<file path="config.mk">
export PLATFORM = sky130hd
export DESIGN_NAME = ship_hit_tracker_flat
export DESIGN_NICKNAME = d
export VERILOG_FILES = /design/src/rtl/ship_hit_if.sv /design/src/rtl/ship_hit_tracker.sv /design/src/flat_wrapper.sv
export SDC_FILE = /design/constraint.sdc
export NUM_CORES = 1
export LEC_CHECK = 0
export BUFFER_PORTS_ARGS = -buffer_cell sky130_fd_sc_hd__clkbuf_2
export CORE_UTILIZATION = 52
export CTS_BUF_LIST = sky130_fd_sc_hd__clkbuf_4 sky130_fd_sc_hd__clkbuf_8 sky130_fd_sc_hd__clkbuf_16
export CTS_CLUSTER_SIZE = 25
export DETAILED_ROUTE_END_ITERATION = 10
export PLACE_DENSITY = 0.78
export RECOVER_POWER = 50
export SYNTH_ARGS = -nofsm -noshare
export SYNTH_HDL_FRONTEND = slang
export SYNTH_SLANG_ARGS = --single-unit
</file>
<file path="constraint.sdc">
create_clock -name clk -period 3.4 [get_ports clk]
set_input_delay 0.17 -clock clk [delete_from_list [all_inputs] [get_ports clk]]
set_output_delay 0.17 -clock clk [all_outputs]
set_load 0.02 [all_outputs]
</file>
<file path="src/rtl/ship_hit_if.sv">
// ship_hit_if: shot request / hit result handshake between a shooter and ship_hit_tracker
interface ship_hit_if #(parameter int GRID_BITS = 3);
  logic                 shot_valid;
  logic                 shot_ready;
  logic [GRID_BITS-1:0] shot_row;
  logic [GRID_BITS-1:0] shot_col;
  logic                 res_valid;
  logic                 res_ready;
  logic                 res_hit;
  logic                 res_repeat;
  modport master (
    output shot_valid, shot_row, shot_col, res_ready,
    input  shot_ready, res_valid, res_hit, res_repeat
  );
  modport slave (
    input  shot_valid, shot_row, shot_col, res_ready,
    output shot_ready, res_valid, res_hit, res_repeat
  );
endinterface

</file>
<file path="src/rtl/ship_hit_tracker.sv">
// ship_hit_tracker: tracks shots against one placed ship; SHIP_HIT_TRACKER_SHOT_COUNT_EN adds a saturating shot counter
module ship_hit_tracker #(
  parameter int SHIP_SIZE = 3,
  parameter int GRID_BITS = 3
) (
  input  logic                 clk,
  input  logic                 reset_n,
  input  logic                 place,
  input  logic [GRID_BITS-1:0] ship_row,
  input  logic [GRID_BITS-1:0] ship_col,
  input  logic                 ship_vert,
  ship_hit_if.slave            bus,
  output logic [SHIP_SIZE-1:0] seg_hit
`ifdef SHIP_HIT_TRACKER_SHOT_COUNT_EN
  ,
  output logic [7:0]           shot_count
`endif
);
  typedef enum logic [1:0] {IDLE, CHECK, RESP} state_t;
  state_t               state_q;
  logic [GRID_BITS-1:0] row_q, col_q, srow_q, scol_q;
  logic                 vert_q, hit_q, rep_q;
  logic [SHIP_SIZE-1:0] seg_q, seg_d, seg_mask;
  logic [GRID_BITS-1:0] ship_ax, shot_ax;
  logic [GRID_BITS:0]   k;
  logic                 on_ship, rep_d;
`ifdef SHIP_HIT_TRACKER_SHOT_COUNT_EN
  logic [7:0]           cnt_q;
  assign shot_count = cnt_q;
`endif
  assign bus.shot_ready = (state_q == IDLE) && !place;
  assign bus.res_valid  = (state_q == RESP);
  assign bus.res_hit    = hit_q;
  assign bus.res_repeat = rep_q;
  assign seg_hit        = seg_q;
  // k is one bit wider than a coordinate so a shot left of the bow never aliases onto the ship
  always_comb begin
    ship_ax  = vert_q ? row_q : col_q;
    shot_ax  = vert_q ? srow_q : scol_q;
    k        = {1'b0, shot_ax} - {1'b0, ship_ax};
    on_ship  = (vert_q ? (scol_q == col_q) : (srow_q == row_q)) && (shot_ax >= ship_ax)
               && (k < (GRID_BITS+1)'(SHIP_SIZE));
    seg_mask = on_ship ? (SHIP_SIZE'(1) << k) : '0;
    seg_d    = seg_q | seg_mask;
    rep_d    = |(seg_q & seg_mask);
  end
  always_ff @(posedge clk or negedge reset_n) begin
    if (!reset_n) begin
      state_q <= IDLE;
      row_q   <= '0;
      col_q   <= '0;
      vert_q  <= 1'b0;
      srow_q  <= '0;
      scol_q  <= '0;
      seg_q   <= '0;
      hit_q   <= 1'b0;
      rep_q   <= 1'b0;
`ifdef SHIP_HIT_TRACKER_SHOT_COUNT_EN
      cnt_q   <= '0;
`endif
    end else begin
      case (state_q)
        IDLE: begin
          if (place) begin
            row_q  <= ship_row;
            col_q  <= ship_col;
            vert_q <= ship_vert;
            seg_q  <= '0;
`ifdef SHIP_HIT_TRACKER_SHOT_COUNT_EN
            cnt_q  <= '0;
`endif
          end else if (bus.shot_valid) begin
            srow_q  <= bus.shot_row;
            scol_q  <= bus.shot_col;
            state_q <= CHECK;
`ifdef SHIP_HIT_TRACKER_SHOT_COUNT_EN
            cnt_q   <= (cnt_q == 8'hFF) ? cnt_q : cnt_q + 8'd1;
`endif
          end
        end
        CHECK: begin
          seg_q   <= seg_d;
          hit_q   <= on_ship;
          rep_q   <= rep_d;
          state_q <= RESP;
        end
        RESP:    state_q <= bus.res_ready ? IDLE : RESP;
        default: state_q <= IDLE;
      endcase
    end
  end
endmodule

</file>
<file path="src/flat_wrapper.sv">
// flat-port wrapper written by rule: the top's interface ports become plain ports
module ship_hit_tracker_flat 
#(
  parameter int SHIP_SIZE = 3,
  parameter int GRID_BITS = 3
)
  (clk, reset_n, place, ship_row, ship_col, ship_vert, seg_hit, bus_shot_valid, bus_shot_row, bus_shot_col, bus_res_ready, bus_shot_ready, bus_res_valid, bus_res_hit, bus_res_repeat);
  ship_hit_if #(.GRID_BITS(GRID_BITS)) bus_i ();
  input  logic clk;
  input  logic reset_n;
  input  logic place;
  input  logic [GRID_BITS-1:0] ship_row;
  input  logic [GRID_BITS-1:0] ship_col;
  input  logic ship_vert;
  output logic [SHIP_SIZE-1:0] seg_hit;
  input wire logic [$bits(bus_i.shot_valid)-1:0] bus_shot_valid;
  input wire logic [$bits(bus_i.shot_row)-1:0] bus_shot_row;
  input wire logic [$bits(bus_i.shot_col)-1:0] bus_shot_col;
  input wire logic [$bits(bus_i.res_ready)-1:0] bus_res_ready;
  output wire logic [$bits(bus_i.shot_ready)-1:0] bus_shot_ready;
  output wire logic [$bits(bus_i.res_valid)-1:0] bus_res_valid;
  output wire logic [$bits(bus_i.res_hit)-1:0] bus_res_hit;
  output wire logic [$bits(bus_i.res_repeat)-1:0] bus_res_repeat;
  assign bus_i.shot_valid = bus_shot_valid;
  assign bus_i.shot_row = bus_shot_row;
  assign bus_i.shot_col = bus_shot_col;
  assign bus_i.res_ready = bus_res_ready;
  assign bus_shot_ready = bus_i.shot_ready;
  assign bus_res_valid = bus_i.res_valid;
  assign bus_res_hit = bus_i.res_hit;
  assign bus_res_repeat = bus_i.res_repeat;
  ship_hit_tracker #(.SHIP_SIZE(SHIP_SIZE), .GRID_BITS(GRID_BITS)) u_core (.clk(clk), .reset_n(reset_n), .place(place), .ship_row(ship_row), .ship_col(ship_col), .ship_vert(ship_vert), .bus(bus_i), .seg_hit(seg_hit));
endmodule
</file>
**Yosys cells after proc, flatten, opt, wreduce, memory -nomap -nowiden**

Cells that the tools add are included.

- Add/sub/neg operators: 1
- Order comparisons: 2
- Equality and inequality tests: 7
- Shifts and indexed selects: 1
- Muxes and demuxes: 10
- Bitwise logic cells: 3
- Reduce and logical (&&, ||, !) cells: 11

Operators by type and width:

| cell | count |
|---|---|
| $mux W3 | 4 |
| $eq A3 B3 Y1 | 2 |
| $mux W2 | 3 |
| $ne A2 B2 Y1 const B | 3 |
| $pmux W2 S3 | 1 |
| $pmux W3 S2 | 1 |
| $reduce_and A2 Y1 | 3 |
| $lt A4 B2 Y1 const B | 1 |
| $shl A1 B4 Y3 const A | 1 |
| $sub A3 B3 Y4 | 1 |
| $and A3 B3 Y3 | 1 |
| $ge A3 B3 Y1 | 1 |
| $logic_and A1 B1 Y1 | 3 |
| $or A3 B3 Y3 | 1 |
| $reduce_and A3 Y1 | 1 |
| $reduce_or A3 Y1 | 1 |
| $eq A2 B1 Y1 const B | 1 |
| $eq A2 B2 Y1 const B | 1 |
| $logic_not A2 Y1 | 1 |
| $reduce_bool A2 Y1 | 1 |
| $logic_not A1 Y1 | 1 |
| $mux W1 | 1 |
| $not A1 Y1 | 1 |

- Register bits: 20
- Bits of input ports: 18
- Output and inout port bits: 7
- Word-level logic and storage cells: 44

**Longest topological paths before layout**

- Depth after elaboration: 7
- Gate-level depth with buffers: 10
- Gate-level depth less buffers: 9

**Worst setup path before layout**

No wires, ideal clock.

- Path kind: register to register
- Start: register u_core.vert_q
- End: register u_core.seg_q[0], in the netlist u_core.seg_hit[0]
- Setup time: 68 ps
- Arrival: 2526 ps
- Required time: 3332 ps
- Setup slack: 806 ps
- Cell stages (with the launch flop): 10
- Buffers on the path: 1
- Period minus slack after synthesis: 2594 ps
- Path through: dfrtp_1 -> buf_4 -> mux2_2 -> ha_1 -> inv_1 -> fa_1 -> nand2b_1 -> a221o_1 -> a2111oi_4 -> a32o_1

- Longest elaborated chain between the ends: 7
- Elaborated cells on any way between the ends: 12
- Those cells by class: add/sub: 1; order compare: 2; shift: 1; mux: 5; bitwise: 1; reduce/logical: 2

Ends and longest elaborated chain:

| what | RTL line | text |
|---|---|---|
| from (decl) | ship_hit_tracker.sv:22 | `logic vert_q, hit_q, rep_q;` |
| from (signal assigned) | ship_hit_tracker.sv:67 | `vert_q <= ship_vert;` |
| $mux W3, on equally long branches | ship_hit_tracker.sv:39, ship_hit_tracker.sv:38 |  |
| $sub A3 B3 Y4 or $ge A3 B3 Y1 (tied branches) | ship_hit_tracker.sv:40, ship_hit_tracker.sv:41 |  |
| $lt A4 B2 Y1 or $logic_and A1 B1 Y1 (tied branches) | ship_hit_tracker.sv:42, ship_hit_tracker.sv:41 |  |
| $logic_and A1 B1 Y1 | ship_hit_tracker.sv:42 | `&& (k < (GRID_BITS+1)'(SHIP_SIZE));` |
| $mux W3 * | ship_hit_tracker.sv:43 | `seg_mask = on_ship ? (SHIP_SIZE'(1) << k) : '0;` |
| $or A3 B3 Y3 * | ship_hit_tracker.sv:44 | `seg_d = seg_q \| seg_mask;` |
| $pmux W3 S2 * | ship_hit_tracker.sv:62 | `case (state_q)` |
| to (signal assigned) | ship_hit_tracker.sv:82 | `seg_q <= seg_d;` |
| to (decl) | ship_hit_tracker.sv:23 | `logic [SHIP_SIZE-1:0] seg_q, seg_d, seg_mask;` |

Every way passes the cells marked *; elsewhere a longest branch is shown, timed or not.
A chain may end at the register's enable or synchronous reset.

**Worst setup path after layout**

- Start: register u_core.vert_q
- End: register u_core.seg_q[1], in the netlist u_core.seg_hit[1]

Same word-level chain as after synthesis.

==> flow_summary.json <==
{
  "synth_seq_cells": 20,
  "leakagePower_uw": 0.000611,
  "gp_congestion": 0.813,
  "powerDensity_mw_per_mm2": 628,
  "p_switching_uw": 292,
  "cts_tree": "yes",
  "hold_start": "bus_res_ready",
  "power.internal_uw": 483,
  "relSlewSlack_pct": 29.4,
  "yosys_warnings": 0,
  "cts-root-buf": "clkbuf_4",
  "ys_seq_area_share_pct": 46.9,
  "clk_latency_ps": 300,
  "boundaryPins": 25,
  "grt_start_max_net_pins": 21,
  "worstPathMaxFanout": 9,
  "dpl-instance-area_mm2": 0.00121,
  "synth_top_area_share_pct": 46.9,
  "overflow": 0,
  "synth_edf_count": 0,
  "cap_violations": 0,
  "rsz0062_at_grt": "no",
  "criticalPathCategory": "register to register",
  "num_rows": 16,
  "period_needed_ps": 2920,
  "power_frac_clock_pct": 14.4,
  "async_flop_share_pct": 100,
  "layout.nets": 147,
  "peakVddDrop_mv": 0.333,
  "yosysUniqueCellTypes": 26,
  "die_w_um": 47.3,
  "start_util_pct": 55.0,
  "r2r-start": "u_core.vert_q",
  "swShare_pct": 37.7,
  "grt_usage_pct": 23.3,
  "cts_buffers": 3,
  "period_share_pct": 85.8,
  "yosysMostFrequentCell": "nand2_1",
  "combPwrFrac_pct": 43.0,
  "core_area_mm2": 0.00194,
  "totalWireLength_um": 2030,
  "run_status": "completed",
  "clockBufferDepth": 2,
  "clkSinkCount": 20,
  "post-route-cell-area_mm2": 0.00123,
  "setup-violations-final": 0,
  "vias": 787,
  "diodes": 0,
  "cp.required_ps": 3650,
  "portBuffers": 24,
  "avgSynthCellArea_um2": 11.0,
  "netlist_top_cells_count": "nand2_1, dfrtp_1, mux2_2",
  "synth-main-ff-cell": "dfrtp_1",
  "worstSetupEndpointType": "register",
  "antenna_found_initial": 0,
  "cp-startpoint": "u_core.vert_q",
  "grt_pass1_wl_um": 3370,
  "cts_setup_buffers": 0,
  "tns_ps": 0,
  "drive_above_1_share_pct": 30.3,
  "hold_class": "primary input to register",
  "post_cts_resized": 0,
  "die_h_um": 47.3,
  "clkTransAtPathRegs_ps": 100,
  "initialDrtViolationCount": 7,
  "area_growth_syn_to_layout_pct": 15.7,
  "worst_slew_pin_slew_ps": 1060,
  "fin_skew_ps": 1.17,
  "drc": 0,
  "seqPwrFrac_pct": 42.7,
  "synth.area.top_cells": "dfrtp_1, mux2_2, nand2_1",
  "max_freq_mhz": 343,
  "drtPass1Iterations": 4,
  "arrival_ps": 3170,
  "netlist_area_mm2": 0.00107,
  "hold_violations": 0,
  "syn-num-nets": 120,
  "postRouteAntennaNets": 0,
  "synth_cells": 97,
  "place_hpwl_um": 1580,
  "grt_pass1_vias": 766,
  "die-area_mm2": 0.00224,
  "viasPerCell": 5.28,
  "cts_htree_levels": 1,
  "critPathLaunchType": "register",
  "wl_per_cell_um": 13.6,
  "drv_slew": 0,
  "synth_top_cell_by_area": "dfrtp_1",
  "whs_ps": 44.9
}
[registers in the layout, summed over array words and instances (netlist names)]
register               cells
u_core.seg_hit             3
u_core.bus.res_hit         1
u_core.bus.res_repeat      1
u_core.row_q               3
u_core.scol_q              3
u_core.col_q               3
u_core.srow_q              3
u_core.state_q             2
u_core.vert_q              1
[per-stage QoR]
step           power [uW]  setup WS [ps]  util [%]  instances
2_1_floorplan         592            806         -         97
3_3_place_gp          652            622      62.1        145
3_5_place_dp          667            541      62.1        145
4_1_cts               780            515      63.8        149
5_1_grt               840            308      63.6        149
6_report              775            482      63.6        149
[worst paths after layout]
check / cells past startpoint / slack [ps] / to
worst max register to register: 8 / 480 / u_core.seg_hit[1]
worst min register to register: 1 / 490 / u_core.bus.res_hit
max in group asynchronous: 2 / 2200 / u_core.col_q[2]
worst min-delay path: 2 / 40 / u_core.state_q[1]
min in group asynchronous: 2 / 570 / u_core.bus.res_hit
worst max-delay path: 8 / 480 / u_core.seg_hit[1]
[power groups by stage]
stage | combinational, uW | sequential (uW) | clock [uW]
finish | 333 | 331 | 111
global route | 376 | 338 | 126
CTS | 334 | 330 | 116
detailed placement | 332 | 335 | 0
global placement | 321 | 331 | 0
floorplan | 275 | 317 | 0
[per-layer routing]
metal / GRT usage [%] / vias up / part of all wire [%]
li1: - / 381 / -
met1: 30.4 / 384 / 44
met2: 34.8 / 17 / 50
met3: 5.00 / 5 / 3.1
met4: 14.9 / 0 / 2.7
met5: 0 / - / 0
[area by class of cell]
type | count | area (um2)
repair buffers | 25 | 126
fillers | 171 | 707
clock buffers | 3 | 22.5
flip-flops and latches | 20 | 500
inverters | 4 | 15.0
multi-input cells | 70 | 537
well taps | 27 | 33.8
[layout by cell type, fill, tap and decap left out, types with 2 or more instances in the layout]
master | netlist | final
nand2_1 | 23 | 23
clkbuf_2 | 0 | 21
dfrtp_1 | 20 | 20
mux2_2 | 9 | 9
mux2i_1 | 4 | 4
inv_1 | 4 | 4
nand2b_1 | 4 | 4
nor2_1 | 3 | 3
xor2_1 | 3 | 3
xnor2_1 | 3 | 3
ha_1 | 3 | 3
clkbuf_4 | 0 | 3
clkbuf_1 | 2 | 3
o21ai_0 | 2 | 2
and2_1 | 2 | 2
a32o_1 | 2 | 2
fa_1 | 2 | 2
[logic make-up (layout without fill, tap and decap cells)]
group	Yosys count	count (layout)	synth area share, %
mux	13	13	13.2
simple gates	35	35	14.8
xor+xnor	6	6	4.92
flops	20	20	46.9
compound gates	11	11	10.1
buf+inv	7	32	2.81
fa+ha+maj	5	5	7.27
[worst max-delay path, cell delays in order (launching register included)]
cell,delay (ps)
dfrtp_1,580
mux2_2,380
ha_1,190
inv_1,60
fa_1,490
nand2b_1,190
a221o_1,320
a2111oi_4,420
a22o_2,230
[timing repair]
action / CTS / global route
hold buffers: 1 / 0
endpoints found under the hold margin: 20 / 0
endpoints found under the setup margin: 0 / 0
(Power assumes the default switching activity.)
